===== src/rtl/alu_pkg.sv =====
// Shared definitions for the ALU execution unit and any other producer of the
// ALU_Flags bus: opcodes, flag bit positions and the sequencer state encoding.
package alu_pkg;

   localparam logic [2:0] OP_ADD = 3'd0;
   localparam logic [2:0] OP_SUB = 3'd1;
   localparam logic [2:0] OP_AND = 3'd2;
   localparam logic [2:0] OP_OR  = 3'd3;
   localparam logic [2:0] OP_XOR = 3'd4;
   localparam logic [2:0] OP_CMP = 3'd5;
   localparam logic [2:0] OP_SHL = 3'd6;
   localparam logic [2:0] OP_MUL = 3'd7;

   localparam int FLAG_Z = 2;
   localparam int FLAG_N = 1;
   localparam int FLAG_V = 0;

   typedef enum logic [1:0] {
      ST_IDLE = 2'd0,
      ST_EXEC = 2'd1,
      ST_DONE = 2'd2
   } state_t;

endpackage


===== src/rtl/alu_flag_gen.sv =====
// Combinational {Z,N,V} generator for a finished ALU result. Overflow is only
// meaningful for add/subtract; logic, shift and multiply report V=0.
module alu_flag_gen
   import alu_pkg::*;
#(
   parameter int WIDTH = 32
) (
   input  logic [2:0]       op,
   input  logic [WIDTH-1:0] a,
   input  logic [WIDTH-1:0] b,
   input  logic [WIDTH-1:0] r,
   output logic [2:0]       flags
);

   // Only the sign bits of the operands matter for overflow.
   logic unused_low_bits;
   assign unused_low_bits = ^{a[WIDTH-2:0], b[WIDTH-2:0]};

   always_comb begin
      flags         = '0;
      flags[FLAG_Z] = (r == '0);
      flags[FLAG_N] = r[WIDTH-1];
      case (op)
         OP_ADD:         flags[FLAG_V] = (a[WIDTH-1] == b[WIDTH-1]) && (r[WIDTH-1] != a[WIDTH-1]);
         OP_SUB, OP_CMP: flags[FLAG_V] = (a[WIDTH-1] != b[WIDTH-1]) && (r[WIDTH-1] != a[WIDTH-1]);
         default:        flags[FLAG_V] = 1'b0;
      endcase
   end

endmodule


===== src/rtl/alu_flags_unit.sv =====
// ALU execution unit: logic/add ops finish in one cycle, SHL and MUL iterate one
// bit per cycle. Result and {Z,N,V} are registered only when an op completes.
module alu_flags_unit
   import alu_pkg::*;
#(
   parameter int WIDTH   = 32,
   parameter int SHAMT_W = 5
) (
   input  logic             clk,
   input  logic             rst_n,
   input  logic             start,
   input  logic [2:0]       op,
   input  logic [WIDTH-1:0] a,
   input  logic [WIDTH-1:0] b,
   input  logic             set_flags,
   output logic             busy,
   output logic             done,
   output logic [WIDTH-1:0] result,
   output logic [2:0]       alu_flags
);

   localparam logic [SHAMT_W:0] MUL_STEPS = (SHAMT_W+1)'(WIDTH);
   localparam logic [SHAMT_W:0] CNT_ONE   = (SHAMT_W+1)'(1);

   state_t             state, state_nxt;
   logic [SHAMT_W:0]   cnt;
   logic [2:0]         op_q;
   logic               set_flags_q;
   logic [WIDTH-1:0]   acc, mcand, mplier;
   logic [WIDTH-1:0]   quick_r, step_acc;
   logic [SHAMT_W-1:0] shamt;
   logic               multi_cycle, accept, last_step, commit;
   logic [2:0]         fin_op;
   logic [WIDTH-1:0]   fin_a, fin_b, fin_r;
   logic               fin_set;
   logic [2:0]         fin_flags;

   assign shamt       = b[SHAMT_W-1:0];
   assign multi_cycle = (op == OP_MUL) || ((op == OP_SHL) && (shamt != '0));
   assign accept      = (state == ST_IDLE) && start;
   assign last_step   = (state == ST_EXEC) && (cnt == CNT_ONE);
   assign commit      = (accept && !multi_cycle) || last_step;
   assign busy        = (state == ST_EXEC);
   assign done        = (state == ST_DONE);

   // Single-cycle results; SHL by zero simply passes A through.
   always_comb begin
      quick_r = a;
      case (op)
         OP_ADD:         quick_r = a + b;
         OP_SUB, OP_CMP: quick_r = a - b;
         OP_AND:         quick_r = a & b;
         OP_OR:          quick_r = a | b;
         OP_XOR:         quick_r = a ^ b;
         default:        quick_r = a;
      endcase
   end

   // One iteration of shift-left or shift-add multiply.
   always_comb begin
      step_acc = acc << 1;
      if (op_q == OP_MUL) begin
         step_acc = mplier[0] ? (acc + mcand) : acc;
      end
   end

   // The completing op is either the one arriving now or the iterative one ending
   // this cycle, whose final value is the accumulator after its last step.
   always_comb begin
      fin_op  = op;
      fin_a   = a;
      fin_b   = b;
      fin_r   = quick_r;
      fin_set = set_flags;
      if (state != ST_IDLE) begin
         fin_op  = op_q;
         fin_a   = mcand;
         fin_b   = mplier;
         fin_r   = step_acc;
         fin_set = set_flags_q;
      end
   end

   alu_flag_gen #(.WIDTH(WIDTH)) u_flag_gen (
      .op    (fin_op),
      .a     (fin_a),
      .b     (fin_b),
      .r     (fin_r),
      .flags (fin_flags)
   );

   always_comb begin
      state_nxt = state;
      case (state)
         ST_IDLE: if (start) state_nxt = multi_cycle ? ST_EXEC : ST_DONE;
         ST_EXEC: if (cnt == CNT_ONE) state_nxt = ST_DONE;
         ST_DONE: state_nxt = ST_IDLE;
         default: state_nxt = ST_IDLE;
      endcase
   end

   always_ff @(posedge clk or negedge rst_n) begin
      if (!rst_n) state <= ST_IDLE;
      else        state <= state_nxt;
   end

   // Operand latch, iteration counter and accumulator.
   always_ff @(posedge clk or negedge rst_n) begin
      if (!rst_n) begin
         op_q        <= OP_ADD;
         set_flags_q <= 1'b0;
         acc         <= '0;
         mcand       <= '0;
         mplier      <= '0;
         cnt         <= '0;
      end else if (accept) begin
         op_q        <= op;
         set_flags_q <= set_flags;
         mcand       <= a;
         mplier      <= b;
         if (op == OP_MUL) begin
            acc <= '0;
            cnt <= MUL_STEPS;
         end else begin
            acc <= a;
            cnt <= {1'b0, shamt};
         end
      end else if (state == ST_EXEC) begin
         acc    <= step_acc;
         mcand  <= mcand << 1;
         mplier <= mplier >> 1;
         cnt    <= cnt - CNT_ONE;
      end
   end

   // Architectural outputs change only on completion; CMP never touches result.
   always_ff @(posedge clk or negedge rst_n) begin
      if (!rst_n) begin
         result    <= '0;
         alu_flags <= 3'b000;
      end else if (commit) begin
         if (fin_op != OP_CMP)              result    <= fin_r;
         if (fin_set || (fin_op == OP_CMP)) alu_flags <= fin_flags;
      end
   end

endmodule

===== config.mk =====
export PLATFORM = sky130hd
export DESIGN_NAME = alu_flags_unit
export DESIGN_NICKNAME = d
export VERILOG_FILES = /design/src/rtl/alu_pkg.sv /design/src/rtl/alu_flag_gen.sv /design/src/rtl/alu_flags_unit.sv
export SDC_FILE = /design/constraint.sdc
export NUM_CORES = 1
export LEC_CHECK = 0
export ABC_AREA = 1
export CAP_MARGIN = 20
export CORE_ASPECT_RATIO = 2
export CORE_UTILIZATION = 25
export CTS_CLUSTER_DIAMETER = 150
export CTS_CLUSTER_SIZE = 12
export DETAILED_ROUTE_END_ITERATION = 7
export MAX_ROUTING_LAYER = met4
export SKIP_CTS_REPAIR_TIMING = 1
export SLEW_MARGIN = 20
export SYNTH_ARGS = -nofsm -noshare
export SYNTH_HDL_FRONTEND = slang
export SYNTH_SLANG_ARGS = --single-unit
export TNS_END_PERCENT = 30

===== constraint.sdc =====
create_clock -name clk -period 2.51 [get_ports clk]
set_input_delay 0.3765 -clock clk [delete_from_list [all_inputs] [get_ports clk]]
set_output_delay 0.3765 -clock clk [all_outputs]
set_load 0.05 [all_outputs]

==> metrics.txt, run 1 <==
min cycle time layout=3.71 ns; flop2flop setup slack=-0.31 ns; CP peak stage delay=around 0.38 ns; R2R Path End=alu_flags[2]; initial antenna violation count=1; vias in the first global route=17901; worst-path fanout max=3; status=finished with violations; row cnt=approximately 130; final hold vios=0; cell taking the most area after synthesis=dfrtp_1; sw frac=0.509; Fillers=6247; Setup WS pre-CTS=-2.31 ns; area of the mapped netlist=14800 sq um; area grow syn2layout=51.6%; Synth Register Bits=143; Hold Path Stages=4; clock network power share=0.104; Critical Path Start Type=primary input; f_max=~270 MHz; drt initial violations=925; wire per inst=about 18 um; syn_area_per_cell=6.41 sq um; DRC Markers=0; Async SR Flop Fraction=1.00; highest metal used=met4; Ys Warns=0; commonest non-fill, non-tap cell in the layout=nand2_1; unrepaired setup endpoints after global routing=true; origin of the worst setup path=b[0]; final setup fails=31; gr usage total=0.229; Via Count=17589; Die Wd=174 um; maximum vdd ir drop=between 0.6 and 0.7 mV; most frequent cells in the layout=659 x nand2_1, 507 x buf_4, 299 x inv_1, 150 x nor2_1, 143 x dfrtp_1; WS Path Type=primary input to register; CTS Buf Count=17; final instance area=22400 sq um; Synth top area share=0.242; hold slack=0.379 ns; register area share after synthesis=0.242; Power Internal=13000 uW; CTS tree=yes; TritonRoute pass-1 iters=5; Critical-path top delay cell=ha_1; Die Y=346 um; Clock Path Buffers=2; dpl cell area=around 21000 sq um; pwr dens=1180 nW/um^2; die footprint=60200 sq um; Gate power share=0.733; failing checks=negative setup slack; met2 wire len=35700 um; Synth Instances=2307; reg2reg start=mcand[15]; Least-Margin Pin Slew=0.652 ns; Syn Nets=about 2500; Setup Skew=0.00972 ns; layout cells sized above 1=0.296; Top FF cell, synth=dfrtp_1; clock latency on the worst-skew pair=0.46 ns; final net count=3095; Port Buf Inserts=107; Vias/cell=4.80; final setup margin=-1.20 ns; max-cap violation count=0; synth unique cells=56; critical path endpoint=alu_flags[2]; relative slew slack=0.565; worst-case reg-to-reg path depth=18; WL met3=1810 um; Leak=roughly 0.012 uW; Boundary Pins=108; synth top area cells=dfrtp_1 24%, nand2_1 18%, ha_1 11%, inv_1 7.9%, nor2_1 4.5%; crit end category=register; initial core utilization=0.254; cell mode on critical path=nand2_1; H-tree levels=4; Setup TNS=-21.89 ns; Worst Hold Class=primary input to register; EDFF count, synth=0; Slew Limit Fails=0; WL final=67200 um; gr ovfl total=0; Period Utilization, post-route=1.48; crit path DAT=between 4 and 5 ns; DP HPWL=56000 um; largest net degree at the start of global routing=75; RePlAce Congestion=a little over 1; met1 WL=23500 um; Critical Path RT=2.86 ns; NetSw=13500 uW; core box area=just under 60000 sq um; first-pass GRT wire length=101000 um; CTS sink cnt=143; CTS clock-pin slew for the worst setup and hold paths=about 0.07 ns; CTS Root Cell=clkbuf_16; Reg power frac=0.163; Detail Route Antenna Nets=0; Overall Power=26500 uW
Yosys cell counts, drive strengths merged (2+ instances only):
cell	count
and2	5
buf	26
nand2	742
nor2	201
ha	130
nor3	18
o21bai	8
a211oi	8
fa	2
and3	2
clkbuf	54
a31oi	25
xor2	36
a21o	2
a221oi	19
or2	8
a21oi	137
nand3b	14
o31ai	3
nand4	24
o221ai	4
a22oi	32
o2111ai	2
nand3	135
a221o	31
o21ai	100
a2bb2oi	4
nor4	3
inv	342
o22ai	5
dfrtp	143
o211ai	36
metrics by stage:
step,std cells,utilization
after CTS,3643,0.366
final,3668,0.385
after global placement,3611,0.355
after detailed placement,3611,0.355
after floorplan,2307,-
after global routing,3668,0.385
layer usage:
layer	track usage	vias up
met5	-	-
met4	0.188	0
met3	0.0173	244
met2	0.423	459
met1	0.213	8157
li1	-	8729
critical path: cells and delay by family:
family,cells,cell delay [ns]
buffers and inverters,5,0.48
adder cells (fa/ha/maj),2,0.51
XOR/XNOR,1,0.18
AO/OA/AOI/OAI,2,0.45
AND/OR/NAND/NOR,20,2.02
layout make-up:
cell class / instances / area [sq um] / area share
tap: 762 / 953 / 0.0426
timing repair buffer: 646 / 5410 / 0.241
clock inverter: 14 / 170 / 0.00759
antenna: 1 / 2.50 / 0.000112
inverter: 343 / 1320 / 0.0589
clock buffer: 18 / 439 / 0.0196
multi-input combinational: 1741 / 10500 / 0.470
sequential: 143 / 3580 / 0.160
sequential cells by signal, summed over array words and instances (netlist names):
register	cells
result	32
op_q	3
state	2
mplier	32
set_flags_q	1
mcand	32
cnt	6
acc	32
alu_flags	3
logic make-up (layout without fill, tap and decap cells):
logic type | count (synthesis) | after routing | share of synthesized area
compound gates | 420 | 420 | 0.181
flops | 143 | 143 | 0.242
simple gates | 1153 | 1153 | 0.333
other cells | 0 | 1 | 0
xor+xnor | 36 | 36 | 0.0213
buf+inv | 423 | 1021 | 0.110
fa+ha+maj | 132 | 132 | 0.113
power groups by stage:
stage                     clock network, uW  registers [uW]  logic [uW]
after floorplan                           0            5000        9640
after global placement                    0            4280       18400
after detailed placement                  0            4290       18500
after CTS                              2790            4270       18600
after global routing                   2900            4420       21200
final                                  2760            4310       19400
how the worst min path moves through the flow:
stage	start	end	slack, ns
CTS	rst_n	mcand[26]	-0.07
floorplan	rst_n	acc[0]	0.08
global route	b[6]	mplier[6]	0.41
detailed placement	rst_n	mcand[26]	0.40
finish	b[6]	mplier[6]	0.38
global placement	rst_n	mcand[25]	0.41
(Power assumes the default switching activity.)
==> inputs of run 2 (changes only) <==
CORE_MARGIN = 8   (was not set)
TNS_END_PERCENT = not set   (was 30)
==> run 2 against run 1 <==
The run still ends with negative setup slack left. Global-route usage is 2.7 points lower. Register-to-register slack better by 0.02 ns. Maximum frequency is 1.9% lower. Clock power is 7% lower. Combinational power is 4% higher. Critical path type unchanged. Die area is 12% higher. Cell area is 2.4% higher. Non-clock buffer count is 43 higher.
==> metrics.txt, run 2 (synthesis gave the netlist of run 1 again) <==
status=finished with violations; failing checks=negative setup slack; Critical Path RT=2.93 ns (+0.07 ns); layout cells sized above 1=0.320 (+0.0245); RePlAce Congestion=0.973 (-4.6%); crit end category=register; CTS sink cnt=143 (unchanged); cell mode on critical path=nand2_1; Vias/cell=4.82 (+0.53%); Die Wd=188 um (+8.0%); clock latency on the worst-skew pair=0.47 ns (about the same); row cnt=126 (+0.80%); CTS Root Cell=clkbuf_16; Least-Margin Pin Slew=0.670 ns (+0.0173 ns); gr ovfl total=0 (unchanged); wire per inst=18.5 um (+0.75%); H-tree levels=4 (unchanged); placed insts=3642 (+0.86%); Critical-path top delay cell=ha_1; Boundary Pins=108 (unchanged); min cycle time layout=3.78 ns (+0.0726 ns); final hold vios=0 (unchanged); TritonRoute pass-1 iters=6 (+1); gr usage total=0.202 (-0.0265); Hold Path Stages=4 (unchanged); Storage cell area=3580 sq um (unchanged); unrepaired setup endpoints after global routing=true; Fillers=6126 (-1.9%); WS Path Type=primary input to register; worst-path fanout max=3 (unchanged); Clock Path Buffers=2 (unchanged); final net count=3138 (+1.4%); most frequent cells in the layout=635 x nand2_1, 543 x buf_4, 295 x inv_1, 147 x nor2_1, 143 x dfrtp_1; hold slack=0.378 ns (-0.000270 ns); Critical Path Start Type=primary input; reg2reg start=mcand[14]; vias in the first global route=18168 (+1.5%); Setup TNS=-21.12 ns (+0.777 ns); initial core utilization=0.251 (-0.00269); first-pass GRT wire length=101000 um (+0.89%); Setup WS pre-CTS=-2.65 ns (-0.332 ns); Via Count=17928 (+1.9%); Final Non-Filler Cells=3719 (+1.4%); Multi-input gate area=10700 sq um (+1.5%); pwr dens=1170 nW/um^2 (-0.84%); final setup margin=-1.27 ns (-0.0726 ns); crit path DAT=4.20 ns (+0.14 ns); maximum vdd ir drop=0.587 mV (-9.7%); CTS Buf Count=17 (unchanged); drt initial violations=1010 (+9.2%); Overall Power=26900 uW (+1.6%); CTS clock-pin slew for the worst setup and hold paths=0.07 ns (about the same); WL final=68700 um (+2.2%); initial antenna violation count=4 (+3); Die Y=360 um (+4.0%); Worst Hold Class=primary input to register; Slew Limit Fails=0 (unchanged); worst-case reg-to-reg path depth=17 (-1); CP Buf/Inv Count=8 (+3); flop2flop setup slack=-0.29 ns (+0.02 ns); commonest non-fill, non-tap cell in the layout=nand2_1; Period Utilization, post-route=1.51 (+0.0289); final setup fails=30 (-3.2%); relative slew slack=0.553 (-0.0116); CP peak stage delay=0.32 ns (-0.06 ns); Hold EP=mplier[6]; largest net degree at the start of global routing=70 (-6.7%); Port Buf Inserts=107 (unchanged); Detail Route Antenna Nets=0 (unchanged); kind of cell adding the most delay to the critical path=simple AND/OR/NAND/NOR gates; die footprint=67600 sq um (+12%); DRC Markers=0 (unchanged); CTS tree=yes; f_max=264 MHz (-1.9%); DP HPWL=57000 um (+1.8%); Setup Skew=0.0145 ns (+0.00482 ns); Leak=0.0119 uW (+2.5%); core box area=58800 sq um (+1.1%); area grow syn2layout=55.3%; max-cap violation count=0 (unchanged); hold wc startpoint=b[6]; R2R Path End=alu_flags[2]
==> run 2: stage by stage <==
step	instance area, sq um	util
2_1_floorplan	15000	-
3_3_place_gp	21100	0.358
3_5_place_dp	21100	0.358
4_1_cts	21600	0.368
5_1_grt	23000	0.390
6_report	23000	0.390
==> run 2: report_power, final <==
group / switching (uW) / internal, uW / total, uW
logic: 11600 / 8480 / 20100
clock network: 1240 / 1320 / 2570
registers: 789 / 3460 / 4240
total: 13600 / 13300 / 26900
==> run 2: final cells by class <==
cell class,count,area share
Inverter,343,0.0577
Sequential cell,143,0.156
Timing Repair Buffer,689,0.254
Tap cell,768,0.0419
Clock buffer,18,0.0191
Antenna cell,3,0.000327
Clock inverter,14,0.00523
Multi-Input combinational cell,1741,0.466
==> run 2: worst max path at each step <==
| stage | from | endpoint | cells past startpoint |
|---|---|---|---|
| 2_1_floorplan | b[0] | alu_flags[2] | 28 |
| 3_3_place_gp | b[1] | alu_flags[2] | 30 |
| 3_5_place_dp | b[1] | alu_flags[2] | 30 |
| 4_1_cts | b[1] | alu_flags[2] | 30 |
| 5_1_grt | b[0] | alu_flags[2] | 33 |
| 6_report | b[0] | alu_flags[2] | 34 |
==> run 2: layer usage <==
| metal | track usage | vias to the layer above | part of all wire |
|---|---|---|---|
| met2 | 0.364 | 507 | 0.52 |
| li1 | - | 8826 | - |
| met1 | 0.185 | 8373 | 0.35 |
| met3 | 0.0262 | 222 | 0.032 |
| met4 | 0.175 | 0 | 0.095 |
| met5 | - | - | 0 |
==> run 2: tightest hold or removal path, delay by kind of cell <==
family	cells	cell delay, ns
buffers and inverters	3	0.33
AOI/OAI and AO/OA	1	0.09
==> inputs of run 3 (changes only) <==
CORE_MARGIN = 1.5   (was 8)
==> run 3 against run 2 <==
The run still ends with negative setup slack left. Register-to-register slack got worse by 0.16 ns. Cell count down 0.59%. Hold slack improved by 0.010 ns. Non-clock buffer count fell by 14. Total power about the same. Global-route usage grew 2.2 points. Flip-flop and latch count is the same.
==> metrics.txt, run 3 (synthesis gave the netlist of run 1 again) <==
TritonRoute pass-1 iters=5 (-1); clock network power share=0.102 (+0.007); final instance area=22800 sq um (-0.47%); Die Y=347 um (-3.6%); Fillers=6143 (+0.28%); Storage cell area=3580 sq um (unchanged); Boundary Pins=108 (unchanged); drt initial violations=1041 (+3.1%); WS Path Type=primary input to register; Vias/cell=4.80 (-0.40%); Port Buf Inserts=107 (unchanged); die footprint=60700 sq um (-10%); vias in the first global route=17820 (-1.9%); Gate power share=0.739 (-0.008); Slew Limit Fails=0 (unchanged); NetSw=13500 uW (-1.2%); Via Count=17751 (-0.99%); Power Internal=13400 uW (+1.2%); pwr dens=1180 nW/um^2 (+0.47%); H-tree levels=4 (unchanged); largest net degree at the start of global routing=70 (unchanged); f_max=267 MHz (+0.88%); Critical-path top delay cell=ha_1; initial antenna violation count=1 (-3); Final Non-Filler Cells=3697 (-0.59%); CTS clock-pin slew for the worst setup and hold paths=0.07 ns (about the same); crit end category=register; unrepaired setup endpoints after global routing=true; max-cap violation count=0 (unchanged); final setup fails=30 (unchanged); CTS Root Cell=clkbuf_16; first-pass GRT wire length=99300 um (-2.2%); area grow syn2layout=54.5%; clock latency on the worst-skew pair=0.45 ns (-0.02 ns); Multi-input gate area=10700 sq um (+0.28%); core box area=58300 sq um (-0.79%); Critical Path Start Type=primary input; gr ovfl total=0 (unchanged); Reg power frac=0.158 (about the same); Detail Route Antenna Nets=0 (unchanged); Critical Path RT=2.90 ns (-0.03 ns); maximum vdd ir drop=0.623 mV (+6.2%); dpl cell area=21000 sq um (-0.24%); wire per inst=18.2 um (-1.5%); CP peak stage delay=0.32 ns (about the same); status=finished with violations; CTS tree=yes; Overall Power=26900 uW (about the same); CTS Buf Count=17 (unchanged); Setup Skew=0.0115 ns (-0.00299 ns); placed insts=3634 (-0.22%); Period Utilization, post-route=1.49 (-0.0132); final setup margin=-1.24 ns (+0.0331 ns); min cycle time layout=3.75 ns (-0.0331 ns); Worst Hold Class=primary input to register; CTS sink cnt=143 (unchanged); crit path DAT=4.14 ns (-0.06 ns); RePlAce Congestion=0.964 (-0.92%); worst-path fanout max=3 (unchanged); commonest non-fill, non-tap cell in the layout=nand2_1; Clock Path Buffers=2 (unchanged); gr usage total=0.223 (+0.0215); failing checks=negative setup slack; most frequent cells in the layout=633 x nand2_1, 531 x buf_4, 297 x inv_1, 149 x nor2_1, 143 x dfrtp_1; Die Wd=175 um (-6.9%); Leak=0.0118 uW (-0.88%); sw frac=0.501 (-0.00609); row cnt=125 (-0.79%); relative slew slack=0.594 (+0.0405); final hold vios=0 (unchanged); DRC Markers=0 (unchanged); Least-Margin Pin Slew=0.608 ns (-0.0614 ns); WL final=67200 um (-2.1%); layout cells sized above 1=0.317 (-0.00290); initial core utilization=0.253 (+0.00201); final net count=3124 (-0.45%); DP HPWL=55900 um (-2.1%); cell mode on critical path=nand2_2
## run 3: changes by cell type in the layout (fill, tap and decap cells not counted), sizes merged
| cell | change |
|---|---|
| clkdlybuf4s50 | +1 |
| inv | -5 |
| diode | -2 |
| buf | -14 |
| dlymetal6s2s | -3 |
| bufinv | +3 |
| clkbuf | +4 |
## run 3: metrics by stage
stage | worst slack [ns] | util | TNS, ns | hold slack [ns]
6_report | -1.24 | 0.392 | -22.32 | 0.389
5_1_grt | -1.50 | 0.392 | -27.77 | 0.410
4_1_cts | -1.98 | 0.370 | -40.76 | -0.103
3_5_place_dp | -2.43 | 0.360 | -56.71 | 0.387
3_3_place_gp | -2.38 | 0.360 | -55.44 | 0.381
2_1_floorplan | -1.01 | - | -11.88 | 0.0809
## run 3: final timing paths
check                          endpoint      start  cells after the start  slack (ns)
min reg2reg                   result[8]  result[8]                      2        0.49
max reg2reg                alu_flags[2]    acc[25]                     17       -0.45
min                           mplier[5]       b[5]                      4        0.39
max                        alu_flags[2]       b[0]                     32       -1.24
max in group asynchronous     result[8]      rst_n                      3        1.42
min in group asynchronous     mcand[26]      rst_n                      2        0.45
## run 3: cell type report
| cell class | instances | share of cell area |
|---|---|---|
| Antenna cell | 1 | 0.000110 |
| Clock buffer | 20 | 0.0191 |
| Clock inverter | 12 | 0.00696 |
| Inverter | 343 | 0.0578 |
| Multi-Input combinational cell | 1741 | 0.469 |
| Sequential cell | 143 | 0.157 |
| Tap cell | 762 | 0.0417 |
| Timing Repair Buffer | 675 | 0.248 |
## run 3: worst max-delay path, delay by kind of cell
kind	cells	cell delay, ns
and+or+nand+nor	18	1.85
adders and majority gates	2	0.45
xor gates and xnor gates	1	0.15
buffers and inverters	8	0.90
AOI/OAI and AO/OA	3	0.40
## run 3: layer usage
layer | share of wire | global-route usage | vias up
met5 | 0 | - | -
li1 | - | - | 8783
met3 | 0.025 | 0.0157 | 203
met4 | 0.080 | 0.158 | 0
met2 | 0.54 | 0.423 | 464
met1 | 0.36 | 0.210 | 8301
## run 3: power groups by stage
| stage | Sequential, uW | Combinational (uW) | Clock, uW |
|---|---|---|---|
| final | 4260 | 19900 | 2750 |
| after global routing | 4390 | 21700 | 2870 |
| after CTS | 4240 | 19000 | 2790 |
| after detailed placement | 4260 | 18900 | 0 |
| after global placement | 4250 | 18800 | 0 |
| after floorplan | 5000 | 9690 | 0 |
